===== config.mk =====
export PLATFORM = sky130hd
export DESIGN_NAME = matmul_seq_ctrl
export DESIGN_NICKNAME = d
export VERILOG_FILES = /design/src/rtl/matmul_pkg.sv /design/src/rtl/matmul_seq_ctrl_elem_buffer.sv /design/src/rtl/matmul_seq_ctrl.sv
export SDC_FILE = /design/constraint.sdc
export NUM_CORES = 1
export LEC_CHECK = 0
export BUFFER_PORTS_ARGS = -buffer_cell sky130_fd_sc_hd__buf_2
export CAP_MARGIN = 20
export CORE_MARGIN = 2
export CORE_UTILIZATION = 40
export DETAILED_ROUTE_END_ITERATION = 7
export PLACE_DENSITY = 0.6
export SKIP_CTS_REPAIR_TIMING = 1
export SLEW_MARGIN = 0
export SYNTH_ARGS = -nofsm -noshare
export SYNTH_HDL_FRONTEND = slang
export SYNTH_SLANG_ARGS = --single-unit
export TNS_END_PERCENT = 10

===== constraint.sdc =====
create_clock -name clk -period 2.95 [get_ports clk]
set_input_delay 0.7375 -clock clk [delete_from_list [all_inputs] [get_ports clk]]
set_output_delay 0.7375 -clock clk [all_outputs]
set_load 0.05 [all_outputs]

===== src/rtl/matmul_pkg.sv =====
// Shared definitions for the matmul sequencer: array limits, FSM state
// encoding and helpers for element counts and the MAC-enable mask.
package matmul_pkg;

  localparam int unsigned MAX_DIM   = 3;
  localparam int unsigned MAX_ELEMS = 18;

  typedef enum logic [2:0] {
    IDLE,
    FILL,
    STREAM,
    MAC,
    DONE
  } state_e;

  // Bit (r*3+c) enables the MAC at result position (r,c).
  function automatic logic [8:0] mac_mask(input logic [1:0] row_w,
                                          input logic [1:0] col_x);
    logic [8:0] m;
    m = '0;
    for (int unsigned r = 0; r < MAX_DIM; r++) begin
      for (int unsigned c = 0; c < MAX_DIM; c++) begin
        if (r < 32'(row_w) && c < 32'(col_x)) begin
          m[4'(r * MAX_DIM + c)] = 1'b1;
        end
      end
    end
    return m;
  endfunction

  function automatic logic [3:0] elem_count(input logic [1:0] row,
                                            input logic [1:0] col);
    return 4'(row) * 4'(col);
  endfunction

endpackage


===== src/rtl/matmul_seq_ctrl_elem_buffer.sv =====
// Operand buffer for the matmul sequencer: MAX_ELEMS x DW register file.
// Ports: clk_i/rst_ni (async active-low reset, contents cleared),
//        we_i/wp_i/wdata_i synchronous write, rp_i/rdata_o combinational read.
module elem_buffer
  import matmul_pkg::*;
#(
  parameter int unsigned DW = 4
) (
  input  logic          clk_i,
  input  logic          rst_ni,
  input  logic          we_i,
  input  logic [4:0]    wp_i,
  input  logic [DW-1:0] wdata_i,
  input  logic [4:0]    rp_i,
  output logic [DW-1:0] rdata_o
);

  logic [DW-1:0] mem_q [MAX_ELEMS];

  always_ff @(posedge clk_i or negedge rst_ni) begin
    if (!rst_ni) begin
      for (int unsigned i = 0; i < MAX_ELEMS; i++) begin
        mem_q[i] <= '0;
      end
    end else if (we_i && (wp_i < 5'(MAX_ELEMS))) begin
      mem_q[wp_i] <= wdata_i;
    end
  end

  assign rdata_o = (rp_i < 5'(MAX_ELEMS)) ? mem_q[rp_i] : '0;

endmodule


===== src/rtl/matmul_seq_ctrl.sv =====
// Sequencer for the matmul MAC array. Collects W then X elements from a
// valid/ready host stream, replays them as an unbroken one-per-cycle burst
// with clear/load_mac sequencing, then pulses done after a compute window.
// Ports: clk, clear_n (async active-low reset); start + *_in dims (job
// request, err pulse on invalid dims); elem_valid/elem_data/elem_ready
// (host stream); mac_clear, data_in, load_mac, row_w/col_w/row_x/col_x
// (to matmul); busy, done, err (status). All outputs are registered.
module matmul_seq_ctrl
  import matmul_pkg::*;
#(
  parameter int unsigned COMPUTE_CYCLES = 8,
  parameter int unsigned DW             = 4
) (
  input  logic          clk,
  input  logic          clear_n,
  input  logic          start,
  input  logic [1:0]    row_w_in,
  input  logic [1:0]    col_w_in,
  input  logic [1:0]    row_x_in,
  input  logic [1:0]    col_x_in,
  input  logic          elem_valid,
  input  logic [DW-1:0] elem_data,
  output logic          elem_ready,
  output logic          mac_clear,
  output logic [DW-1:0] data_in,
  output logic [8:0]    load_mac,
  output logic [1:0]    row_w,
  output logic [1:0]    col_w,
  output logic [1:0]    row_x,
  output logic [1:0]    col_x,
  output logic          busy,
  output logic          done,
  output logic          err
);

  localparam int unsigned CW = (COMPUTE_CYCLES > 1) ? $clog2(COMPUTE_CYCLES) : 1;

  state_e        state_q, state_d;
  logic [4:0]    wp_q, wp_d;
  logic [4:0]    k_q, k_d;
  logic [4:0]    n_q, n_d;
  logic [CW-1:0] mc_q, mc_d;
  logic [1:0]    row_w_q, row_w_d, col_w_q, col_w_d;
  logic [1:0]    row_x_q, row_x_d, col_x_q, col_x_d;
  logic          mac_clear_q, mac_clear_d;
  logic          elem_ready_q, elem_ready_d;
  logic          busy_q, busy_d;
  logic          done_q, done_d;
  logic          err_q, err_d;
  logic [DW-1:0] data_in_q, data_in_d;
  logic [8:0]    load_mac_q, load_mac_d;

  logic          buf_we;
  logic [4:0]    buf_rp;
  logic [DW-1:0] buf_rdata;
  logic [4:0]    kn;
  logic          dims_bad;

  elem_buffer #(
    .DW(DW)
  ) u_buf (
    .clk_i  (clk),
    .rst_ni (clear_n),
    .we_i   (buf_we),
    .wp_i   (wp_q),
    .wdata_i(elem_data),
    .rp_i   (buf_rp),
    .rdata_o(buf_rdata)
  );

  assign dims_bad = (row_w_in == 2'd0) || (col_w_in == 2'd0) ||
                    (row_x_in == 2'd0) || (col_x_in == 2'd0) ||
                    (col_w_in != row_x_in);

  always_comb begin
    state_d      = state_q;
    wp_d         = wp_q;
    k_d          = k_q;
    n_d          = n_q;
    mc_d         = mc_q;
    row_w_d      = row_w_q;
    col_w_d      = col_w_q;
    row_x_d      = row_x_q;
    col_x_d      = col_x_q;
    mac_clear_d  = mac_clear_q;
    elem_ready_d = elem_ready_q;
    busy_d       = busy_q;
    done_d       = 1'b0;
    err_d        = 1'b0;
    data_in_d    = data_in_q;
    load_mac_d   = load_mac_q;
    buf_we       = 1'b0;
    buf_rp       = '0;
    kn           = k_q + 5'd1;

    unique case (state_q)
      IDLE: begin
        mac_clear_d = 1'b1;
        if (start) begin
          if (dims_bad) begin
            err_d = 1'b1;
          end else begin
            row_w_d      = row_w_in;
            col_w_d      = col_w_in;
            row_x_d      = row_x_in;
            col_x_d      = col_x_in;
            n_d          = 5'(elem_count(row_w_in, col_w_in)) +
                           5'(elem_count(row_x_in, col_x_in));
            load_mac_d   = '0;
            elem_ready_d = 1'b1;
            busy_d       = 1'b1;
            wp_d         = '0;
            state_d      = FILL;
          end
        end
      end

      FILL: begin
        if (elem_valid && elem_ready_q) begin
          buf_we = 1'b1;
          wp_d   = wp_q + 5'd1;
          if (wp_q == n_q - 5'd1) begin
            state_d      = STREAM;
            elem_ready_d = 1'b0;
            mac_clear_d  = 1'b0;
            k_d          = '0;
            // buf[0] is the element being written right now when N == 1,
            // so forward it instead of reading the not-yet-updated entry.
            data_in_d    = (wp_q == 5'd0) ? elem_data : buf_rdata;
            if (n_q == 5'd1) begin
              load_mac_d = mac_mask(row_w_q, col_x_q);
            end
          end
        end
      end

      STREAM: begin
        if (k_q == n_q - 5'd1) begin
          state_d = MAC;
          mc_d    = '0;
        end else begin
          buf_rp    = kn;
          k_d       = kn;
          data_in_d = buf_rdata;
          if (kn == n_q - 5'd1) begin
            load_mac_d = mac_mask(row_w_q, col_x_q);
          end
        end
      end

      MAC: begin
        if (mc_q == CW'(COMPUTE_CYCLES - 1)) begin
          state_d = DONE;
          done_d  = 1'b1;
        end else begin
          mc_d = mc_q + 1'b1;
        end
      end

      DONE: begin
        state_d     = IDLE;
        busy_d      = 1'b0;
        mac_clear_d = 1'b1;
      end

      default: state_d = IDLE;
    endcase
  end

  always_ff @(posedge clk or negedge clear_n) begin
    if (!clear_n) begin
      state_q      <= IDLE;
      wp_q         <= '0;
      k_q          <= '0;
      n_q          <= '0;
      mc_q         <= '0;
      row_w_q      <= '0;
      col_w_q      <= '0;
      row_x_q      <= '0;
      col_x_q      <= '0;
      mac_clear_q  <= 1'b1;
      elem_ready_q <= 1'b0;
      busy_q       <= 1'b0;
      done_q       <= 1'b0;
      err_q        <= 1'b0;
      data_in_q    <= '0;
      load_mac_q   <= '0;
    end else begin
      state_q      <= state_d;
      wp_q         <= wp_d;
      k_q          <= k_d;
      n_q          <= n_d;
      mc_q         <= mc_d;
      row_w_q      <= row_w_d;
      col_w_q      <= col_w_d;
      row_x_q      <= row_x_d;
      col_x_q      <= col_x_d;
      mac_clear_q  <= mac_clear_d;
      elem_ready_q <= elem_ready_d;
      busy_q       <= busy_d;
      done_q       <= done_d;
      err_q        <= err_d;
      data_in_q    <= data_in_d;
      load_mac_q   <= load_mac_d;
    end
  end

  assign elem_ready = elem_ready_q;
  assign mac_clear  = mac_clear_q;
  assign data_in    = data_in_q;
  assign load_mac   = load_mac_q;
  assign row_w      = row_w_q;
  assign col_w      = col_w_q;
  assign row_x      = row_x_q;
  assign col_x      = col_x_q;
  assign busy       = busy_q;
  assign done       = done_q;
  assign err        = err_q;

endmodule


### Word-level counts from Yosys, hierarchy flattened

Index checks and enable logic that the tools add are counted.

| storage, ports and cells | value |
|---|---|
| register bits | 119 |
| bits of input ports | 16 |
| output and inout bits | 26 |
| logic and storage cells | 176 |

| operators by class | value |
|---|---|
| add/subtract/negate cells | 5 |
| multiply operators | 2 |
| magnitude comparators | 11 |
| eq/ne operators | 20 |
| muxes and demuxes | 63 |
| bitwise logic cells | 3 |
| reductions and logical operators | 38 |

Operator list:

| cell | count |
|---|---|
| 72-bit bitwise mux | 1 |
| 9-bit two-way mux | 7 |
| 5-bit two-way mux | 8 |
| 4-bit two-way mux | 8 |
| 9-bit one-hot mux with 3 select lines | 1 |
| 3-bit two-way mux | 8 |
| 4-bit binary-select mux with 5-bit select | 1 |
| 4-bit demux with 5-bit select | 1 |
| 1-bit two-way mux | 20 |
| 2-bit != test, second input constant | 10 |
| 5-bit one-hot mux with 2 select lines | 2 |
| 5-bit equality test | 3 |
| 6-bit >= comparator, second input constant | 2 |
| 1-bit logical AND | 12 |
| 5-bit inverter with 6-bit output | 2 |
| 3-bit one-hot mux with 4 select lines | 1 |
| 3-bit AND reduction | 4 |
| 5-bit by 1-bit adder with 5-bit output, second input constant | 2 |
| 5-bit less-than comparator, second input constant | 2 |
| 2-bit nonzero test | 5 |
| 2-bit zero test | 4 |
| 1-bit by 2-bit less-than comparator with 1-bit output, first input constant | 4 |
| 2-bit by 2-bit multiplier with 4-bit output | 2 |
| 4-bit one-hot mux with 2 select lines | 1 |
| 22 further kinds | 31 |

### Logic depth before layout (Yosys ltp)

Gate-level depths: netlist of run 1.

| depth | value |
|---|---|
| depth in word-level cells | 13 |
| mapped depth | 10 |
| depth with buffers taken out | 9 |

### Modules after synthesis

From an unflattened synthesis of run 1, not the netlist that was laid out.

| unflattened totals | value |
|---|---|
| cell total of the unflattened synthesis | 527 |
| area total of the unflattened synthesis | 6343.6 um^2 |

Modules (own cells, without submodules):

| module | times used | cells each | area an instance (um^2) | seq. area each (um^2) |
|---|---|---|---|---|
| elem_buffer | 1 | 254 | 3470.8 | 1801.7 |
| matmul_seq_ctrl | 1 | 273 | 2872.8 | 1177.4 |

### Worst setup path after synthesis of run 1

OpenSTA, ideal clock, no wires.

| path | value |
|---|---|
| path kind | input to register |
| from | in row_x_in[0] |
| to | reg n_q[2] |
| setup time | 0.125 ns |
| data arrival time | 2.501 ns |
| required time | 2.825 ns |
| path slack | 0.324 ns |
| stages on the path | 7 |
| path buffers | 0 |
| cell sequence | nand2_1 -> fa_1 -> inv_1 -> ha_1 -> ha_1 -> fa_1 -> mux2_2 |

| on the way | value |
|---|---|
| longest elaborated chain between the ends | 6 |
| elaborated cells between the ends (all ways) | 9 |

Ends and longest elaborated chain:

| what | line | RTL |
|---|---|---|
| start: declaration | matmul_seq_ctrl.sv:19 | `input logic [1:0] row_x_in,` |
| parallel branches: the longest is 6 deep, another holds 4-bit by 4-bit adder with 5-bit output | -- |  |
| end signal: assignment | matmul_seq_ctrl.sv:192 | `n_q <= n_d;` |
| end: declaration | matmul_seq_ctrl.sv:41 | `logic [4:0] n_q, n_d;` |

Several ways; the timed one is not identified.
A chain may end at the register's enable or synchronous reset.

### Worst setup path in the final report of run 1

| path | value |
|---|---|
| from | reg k_q[1] |
| to | reg load_mac_q[0] (netlist: load_mac[0]) |

| on the way | value |
|---|---|
| longest elaborated chain between the ends | 4 |
| elaborated cells between the ends (all ways) | 6 |

Ends and longest elaborated chain:

| what | line | RTL |
|---|---|---|
| start: declaration | matmul_seq_ctrl.sv:40 | `logic [4:0] k_q, k_d;` |
| start signal: assignment | matmul_seq_ctrl.sv:191 | `k_q <= k_d;` |
| 5-bit by 1-bit adder with 5-bit output | matmul_seq_ctrl.sv:94 | `kn = k_q + 5'd1;` |
| 5-bit equality test | matmul_seq_ctrl.sv:145 | `if (kn == n_q - 5'd1) begin` |
| 2-bit != test (no line) | -- |  |
| 8-bit AND reduction (no line) (*) | -- |  |
| end signal: assignment | matmul_seq_ctrl.sv:204 | `load_mac_q <= load_mac_d;` |
| end: declaration | matmul_seq_ctrl.sv:51 | `logic [8:0] load_mac_q, load_mac_d;` |

Every way passes the cells marked *; elsewhere a longest branch is shown, timed or not.

==> impl_metrics.env, run 1 <==
export IMPL_die_area_um2=17210
export IMPL_yosysWarnings=0
export IMPL_multi_input_area_um2=3242
export IMPL_setup_viol=0
export IMPL_final_common_cell="dfrtp_1"
export IMPL_worstReg2RegStart="k_q[1]"
export IMPL_async_flop_share=1.000
export IMPL_avgSynthCellArea_um2=12.21
export IMPL_num_vias=4386
export IMPL_regArea_um2=2979
export IMPL_nFillCells=1398
export IMPL_drt_wl_total_um=14280
export IMPL_gp_congestion=0.8551
export IMPL_syn_num_nets=565
export IMPL_synth_seq_area_share=0.4605
export IMPL_clkTransAtPathRegs_ns=0.05
export IMPL_numClockSinks=119
export IMPL_synth_cell_types=72
export IMPL_grt_pass1_vias=4583
export IMPL_cp_max_fo=8
export IMPL_syn_area_um2=6469
export IMPL_synth_edff_count=0
export IMPL_relSlewSlack=0.6676
export IMPL_endpoint="load_mac[0]"
export IMPL_hp_class="in -> async"
export IMPL_groute_usage_overall=0.1768
export IMPL_viasPerCell=5.415
export IMPL_pin_count=42
export IMPL_layout_nets=617
export IMPL_n_antenna_cell=0
export IMPL_clock_fmax_ghz=0.3676
export IMPL_p_leak_uw=0.003538
export IMPL_insertion_delay_ns=0.41
export IMPL_crit_start="k_q[1]"
export IMPL_finalPower_uw=8046
export IMPL_hold_violations=0
export IMPL_fin_crit_ns=2.720
export IMPL_reg2reg_slack_ns=0.23
export IMPL_crit_type="reg -> reg"
export IMPL_rsz0062_at_grt="false"
export IMPL_maxCapViolCount=0
export IMPL_end_kind="register"
export IMPL_synth_seq_cells=119
export IMPL_period_share=0.9222
export IMPL_rr_endpoint="load_mac[0]"
export IMPL_power_density_nw_per_um2=1057
export IMPL_final_antenna_net_count=0
export IMPL_antenna_found_initial=0
export IMPL_syn_to_final_growth_pct=17.62
export IMPL_clockBufferDepth=2
export IMPL_cts_root_buffer="clkbuf_16"
export IMPL_peakVddDrop_uv=566.2
export IMPL_grt_pass1_wl_um=24160
export IMPL_cts_tree="yes"
export IMPL_most_common_layout_cells="118 x dfrtp_1, 82 x mux2_2, 40 x buf_2, 38 x nand2_1, 23 x buf_4"
export IMPL_finClkSkew_ns=0.006823
export IMPL_die_y_um=131.2
export IMPL_firstDrtPassIters=4
export IMPL_worstRegToRegCells=8
export IMPL_first_iter_violations=183
export IMPL_cp_required_ns=3.29
export IMPL_slew_viol_final=0
export IMPL_core_area_um2=15830
export IMPL_drcViolationCount=0
export IMPL_arrival_ns=3.06
export IMPL_io_buffers=41
export IMPL_synthCells=530
export IMPL_cts_inserted_buffers=17
export IMPL_synth_flop_cell="dfrtp_1"
export IMPL_htreeDepth=4
export IMPL_outcome="completed"
export IMPL_die_w_um=131.2
export IMPL_fin_setup_tns_ns=0
export IMPL_dp_hpwl_um=10130
export IMPL_tightest_slew_ns=0.4986
export IMPL_grt_max_degree=55
export IMPL_rows=46
export IMPL_startpoint_type="register"
export IMPL_wl_per_cell_um=17.62
export IMPL_initial_core_util=0.4087
export IMPL_drive_gt1_frac=0.3586
export IMPL_grt_ovfl_total=0
-- cell type report --
cell class	count	share of cell area
Sequential cell	119	0.3915
Inverter	22	0.01085
Multi-Input combinational cell	357	0.4261
Clock buffer	22	0.06233
Tap cell	216	0.03552
Clock inverter	9	0.01940
Timing Repair Buffer	65	0.05427
-- routing by layer --
metal,routed length [um],track usage
met4,181,0.06461
met3,506,0.03704
met1,6626,0.2351
met5,0,0
met2,6961,0.2868
-- critical path, stage by stage (launching register included) --
cell and delay [ns]:
dfrtp_1 0.44, ha_1 0.47, nand3_1 0.20, xnor2_1 0.28, xnor2_1 0.16, nand3_1 0.17
a32oi_4 0.52, buf_4 0.21, mux2i_1 0.17
-- report_power, final --
group	internal (uW)	switching, uW	total [uW]
clock network	1470	703	2170
registers	2080	417	2490
logic	1450	1930	3380
total	5000	3050	8050
-- cells by family after synthesis --
group                      synth area share
AOI/OAI and AO/OA                   0.07737
xor gates and xnor gates            0.05184
adders and majority gates           0.04023
buffers and inverters               0.03907
DFF                                  0.4605
muxes                                0.2219
and+or+nand+nor                      0.1091
-- synthesized netlist by cell type (5+ instances only) --
cell type	instances	area [um^2]
dfrtp_1	118	2953
mux2_2	82	923.4
nand2_1	38	142.6
inv_1	21	78.83
nor2_1	20	75.07
ha_1	16	200.2
xnor2_1	14	122.6
buf_2	13	65.06
mux4_2	13	292.8
nand3_1	12	60.06
a21oi_1	11	55.05
mux2i_1	11	110.1
clkbuf_1	10	37.54
o21ai_0	9	45.04
xor2_1	9	78.83
nor3_1	8	40.04
o22ai_1	8	50.05
nand4_1	6	37.54
and2_1	5	31.28
buf_4	5	37.54
mux2_4	5	75.07
nor2b_1	5	31.28
-- registers in the layout, indices dropped and copies added (netlist names), 2 cells and up --
register / cells
col_w: 2
col_x: 2
data_in: 4
k_q: 5
load_mac: 9
mc_q: 3
n_q: 5
row_w: 2
row_x: 2
state_q: 3
u_buf.mem_q: 72
wp_q: 5
-- worst min-delay path by stage --
| stage | slack [ns] | from | endpoint | cells after the start |
|---|---|---|---|---|
| after floorplan | 0.44 | clear_n | busy | 0 |
| after detailed placement | 0.48 | u_buf.mem_q[42] | u_buf.mem_q[42] | 1 |
| after CTS | 0.28 | clear_n | u_buf.mem_q[63] | 1 |
| final | 0.28 | clear_n | u_buf.mem_q[63] | 1 |
| after global routing | 0.30 | clear_n | u_buf.mem_q[63] | 1 |
| after global placement | 0.47 | u_buf.mem_q[42] | u_buf.mem_q[42] | 1 |
-- stage by stage --
stage / utilization / std cells / hold WS, ns / setup slack [ns] / area [um^2]
after global routing: 0.4807 / 810 / 0.2954 / 0.03248 / 7609
after detailed placement: 0.4411 / 779 / 0.4784 / 0.1410 / 6982
after global placement: 0.4411 / 779 / 0.4705 / 0.1520 / 6982
final: 0.4807 / 810 / 0.2765 / 0.2296 / 7609
after floorplan: - / 530 / 0.4419 / 0.3244 / 6469
after CTS: 0.4804 / 810 / 0.2823 / 0.2108 / 7604
Power figures use the tool's default switching activity.
==> run 2: changes to the inputs <==
--- a/config.mk
+++ b/config.mk
@@ -7,7 +7,7 @@
 export LEC_CHECK = 0
 export BUFFER_PORTS_ARGS = -buffer_cell sky130_fd_sc_hd__buf_2
 export CAP_MARGIN = 20
-export CORE_MARGIN = 2
+export CORE_MARGIN = 4
 export CORE_UTILIZATION = 40
 export DETAILED_ROUTE_END_ITERATION = 7
 export PLACE_DENSITY = 0.6
@@ -15,5 +15,6 @@
 export SLEW_MARGIN = 0
 export SYNTH_ARGS = -nofsm -noshare
 export SYNTH_HDL_FRONTEND = slang
+export SYNTH_HIERARCHICAL = 1
 export SYNTH_SLANG_ARGS = --single-unit
 export TNS_END_PERCENT = 10
==> run 2 against run 1 <==
The flow now finishes with violations (negative setup slack). Critical path depth rose by 6. Power fell by 9.3%. Synthesized cell count is 0.57% lower. Register-to-register slack worse by 0.33 ns. Highest routed layer unchanged.
==> impl_metrics.env, run 2 <==
export IMPL_cp_depth=14
export IMPL_drcViolationCount=0
export IMPL_grt_max_degree=56
export IMPL_numClockSinks=119
export IMPL_regArea_um2=2980
export IMPL_synth_adder_area_share=0.03708
export IMPL_cp_required_ns=3.25
export IMPL_syn_to_final_growth_pct=24.00
export IMPL_clockBufferDepth=2
export IMPL_pre_cts_slack_ns=-0.2541
export IMPL_reg2reg_slack_ns=-0.10
export IMPL_place_area_um2=7101
export IMPL_finalPower_uw=7300
export IMPL_drt_wl_total_um=15000
export IMPL_synth_xor_area_frac=0.03452
export IMPL_syn_num_nets=560
export IMPL_crit_type="reg -> reg"
export IMPL_setup_viol=4
export IMPL_nFillCells=1350
export IMPL_n_antenna_cell=0
export IMPL_cts_inserted_buffers=17
export IMPL_synth_seq_area_share=0.4696
export IMPL_synthMostInstantiatedCell="dfrtp_1"
export IMPL_groute_usage_overall=0.1748
export IMPL_maxCapViolCount=0
export IMPL_yosysWarnings=6
export IMPL_clock_fmax_ghz=0.3277
export IMPL_worstReg2RegStart="n_q[1]"
export IMPL_placed_cells=799
export IMPL_startpoint_type="register"
export IMPL_cp_max_fo=5
export IMPL_synth_cell_types=61
export IMPL_synth_top_area_frac=0.4655
export IMPL_synth_top_family_by_area="multiplexers"
export IMPL_grt_use_met1=0.2478
export IMPL_htreeDepth=4
export IMPL_fin_crit_ns=3.051
export IMPL_fin_cells=836
export IMPL_hold_violations=0
export IMPL_gp_congestion=0.8947
export IMPL_cts_root_buffer="clkbuf_16"
export IMPL_avgSynthCellArea_um2=12.04
export IMPL_crit_family="multiplexers"
export IMPL_p_leak_uw=0.003687
export IMPL_rr_endpoint="data_in[2]"
export IMPL_async_flop_share=1.000
export IMPL_yosys_area_share_simple=0.1168
export IMPL_final_area_um2=7866
export IMPL_peakVddDrop_uv=459.1
export IMPL_arrival_ns=3.35
export IMPL_period_share=1.034
export IMPL_violations="negative setup slack"
export IMPL_synth_edff_count=0
export IMPL_die_w_um=133.9
export IMPL_hp_class="in -> async"
export IMPL_tightest_slew_ns=0.8900
export IMPL_fin_hold_ws_ns=0.3087
export IMPL_first_iter_violations=330
export IMPL_crit_slowest_cell="dfrtp_1"
export IMPL_grt_ovfl_total=0
export IMPL_die_area_um2=17940
export IMPL_endpoint="data_in[2]"
export IMPL_grt_pass1_vias=4430
export IMPL_use_met3=0.03976
export IMPL_busiest_layer="met2"
export IMPL_synthTopCellsByArea="dfrtp_1 47%, mux2_2 17%, mux2i_1 3.8%, ha_1 2.8%, mux4_2 2.5%"
export IMPL_firstDrtPassIters=4
export IMPL_synth_compound_area_frac=0.08304
export IMPL_largest_reg_flops=72
export IMPL_crit_chain="inv_2 -> ha_4 -> nor3b_4 -> nor2_1 -> o2111ai_2 -> nand2_2 -> buf_6 -> nor2_4 -> buf_4 -> mux4_2 -> a31oi_1 -> a21oi_1 -> mux2_2 -> mux2_2"
export IMPL_synthMuxAreaShare=0.2331
export IMPL_path_buf_inv=3
export IMPL_grt_pass1_wl_um=24320
export IMPL_wl_per_cell_um=17.94
export IMPL_final_antenna_net_count=0
export IMPL_worstRegToRegCells=14
export IMPL_synth_seq_cells=119
export IMPL_insertion_delay_ns=0.42
export IMPL_end_kind="register"
export IMPL_slew_viol_final=0
export IMPL_synth_flop_cell="dfrtp_1"
export IMPL_pin_count=42
export IMPL_core_area_um2=15370
export IMPL_initial_core_util=0.4127
export IMPL_max_stage_delay_ns=0.39
export IMPL_num_vias=4405
export IMPL_antenna_found_initial=0
export IMPL_power_density_nw_per_um2=928.0
export IMPL_viasPerCell=5.269
export IMPL_die_y_um=133.9
export IMPL_syn_area_um2=6344
export IMPL_dp_hpwl_um=10840
export IMPL_cts_tree="yes"
export IMPL_yosys_area_top_type="dfrtp_1"
export IMPL_layout_nets=647
export IMPL_largest_register="u_buf/mem_q"
export IMPL_multi_input_area_um2=3314
export IMPL_clkTransAtPathRegs_ns=0.05
export IMPL_relSlewSlack=0.4004
export IMPL_use_met2=0.2659
export IMPL_rsz0062_at_grt="true"
export IMPL_finClkSkew_ns=0.008773
export IMPL_crit_top_cell="mux2_2"
export IMPL_crit_start="n_q[1]"
export IMPL_final_common_cell="dfrtp_1"
export IMPL_io_buffers=41
export IMPL_most_common_layout_cells="117 x dfrtp_1, 94 x mux2_2, 46 x buf_4, 40 x buf_2, 34 x nand2_1"
export IMPL_fin_ws_ns=-0.1015
export IMPL_drive_gt1_frac=0.4144
export IMPL_outcome="complete, but fails checks"
export IMPL_rows=45
export IMPL_yosys_top_cells_count="118 x dfrtp_1, 96 x mux2_2, 36 x nand2_1, 33 x nor2_1, 24 x mux2i_1"
export IMPL_synthCells=527
==> run 2: cell types whose count changed in the layout (fill, tap and decap cells not counted), sizes merged, moves of 5 or more <==
cell	change
buf	+28
nor2	+14
inv	-13
mux2i	+13
mux2	+6
mux4	-6
nand3	-5
o22ai	-5
==> run 2: through the flow <==
stage / setup TNS [ns] / utilization
CTS: -0.8748 / 0.5022
global placement: -0.5163 / 0.4619
floorplan: -0.9179 / -
finish: -0.3232 / 0.5118
global route: -0.9495 / 0.5118
detailed placement: -0.8319 / 0.4619
==> run 2: logic make-up after synthesis <==
kind of cell / Yosys count
AND/OR/NAND/NOR: 136
adder cells (fa/ha/maj): 17
flip-flops: 119
AO/OA/AOI/OAI: 69
multiplexers: 127
XOR/XNOR: 25
buffers and inverters: 34
==> run 2: final cells by class <==
| class | instances | share of cell area |
|---|---|---|
| clock buffers | 21 | 0.05981 |
| clock inverters | 9 | 0.01893 |
| inverters | 9 | 0.004295 |
| multi-input cells | 374 | 0.4213 |
| flip-flops and latches | 119 | 0.3789 |
| well taps | 211 | 0.03356 |
| repair buffers | 93 | 0.08319 |
==> run 2: worst min path at each step <==
stage	slack (ns)	cells past startpoint	start	endpoint
2_1_floorplan	0.44	0	clear_n	busy
3_3_place_gp	0.48	1	load_mac[6]	load_mac[6]
3_5_place_dp	0.49	1	load_mac[6]	load_mac[6]
4_1_cts	0.33	1	clear_n	col_w[0]
5_1_grt	0.35	1	clear_n	row_w[1]
6_report	0.31	1	clear_n	row_x[0]
==> run 2: routing by layer <==
metal / wire (um) / part of all wire / vias up
met5: 0 / 0 / -
met4: 189 / 0.013 / 0
met3: 554 / 0.037 / 13
met2: 7061 / 0.47 / 78
met1: 7196 / 0.48 / 2226
li1: - / - / 2088
==> run 2: power breakdown <==
part	switching [uW]	internal (uW)
clock network	707	1460
registers	349	2020
logic	1590	1170
total	2650	4650
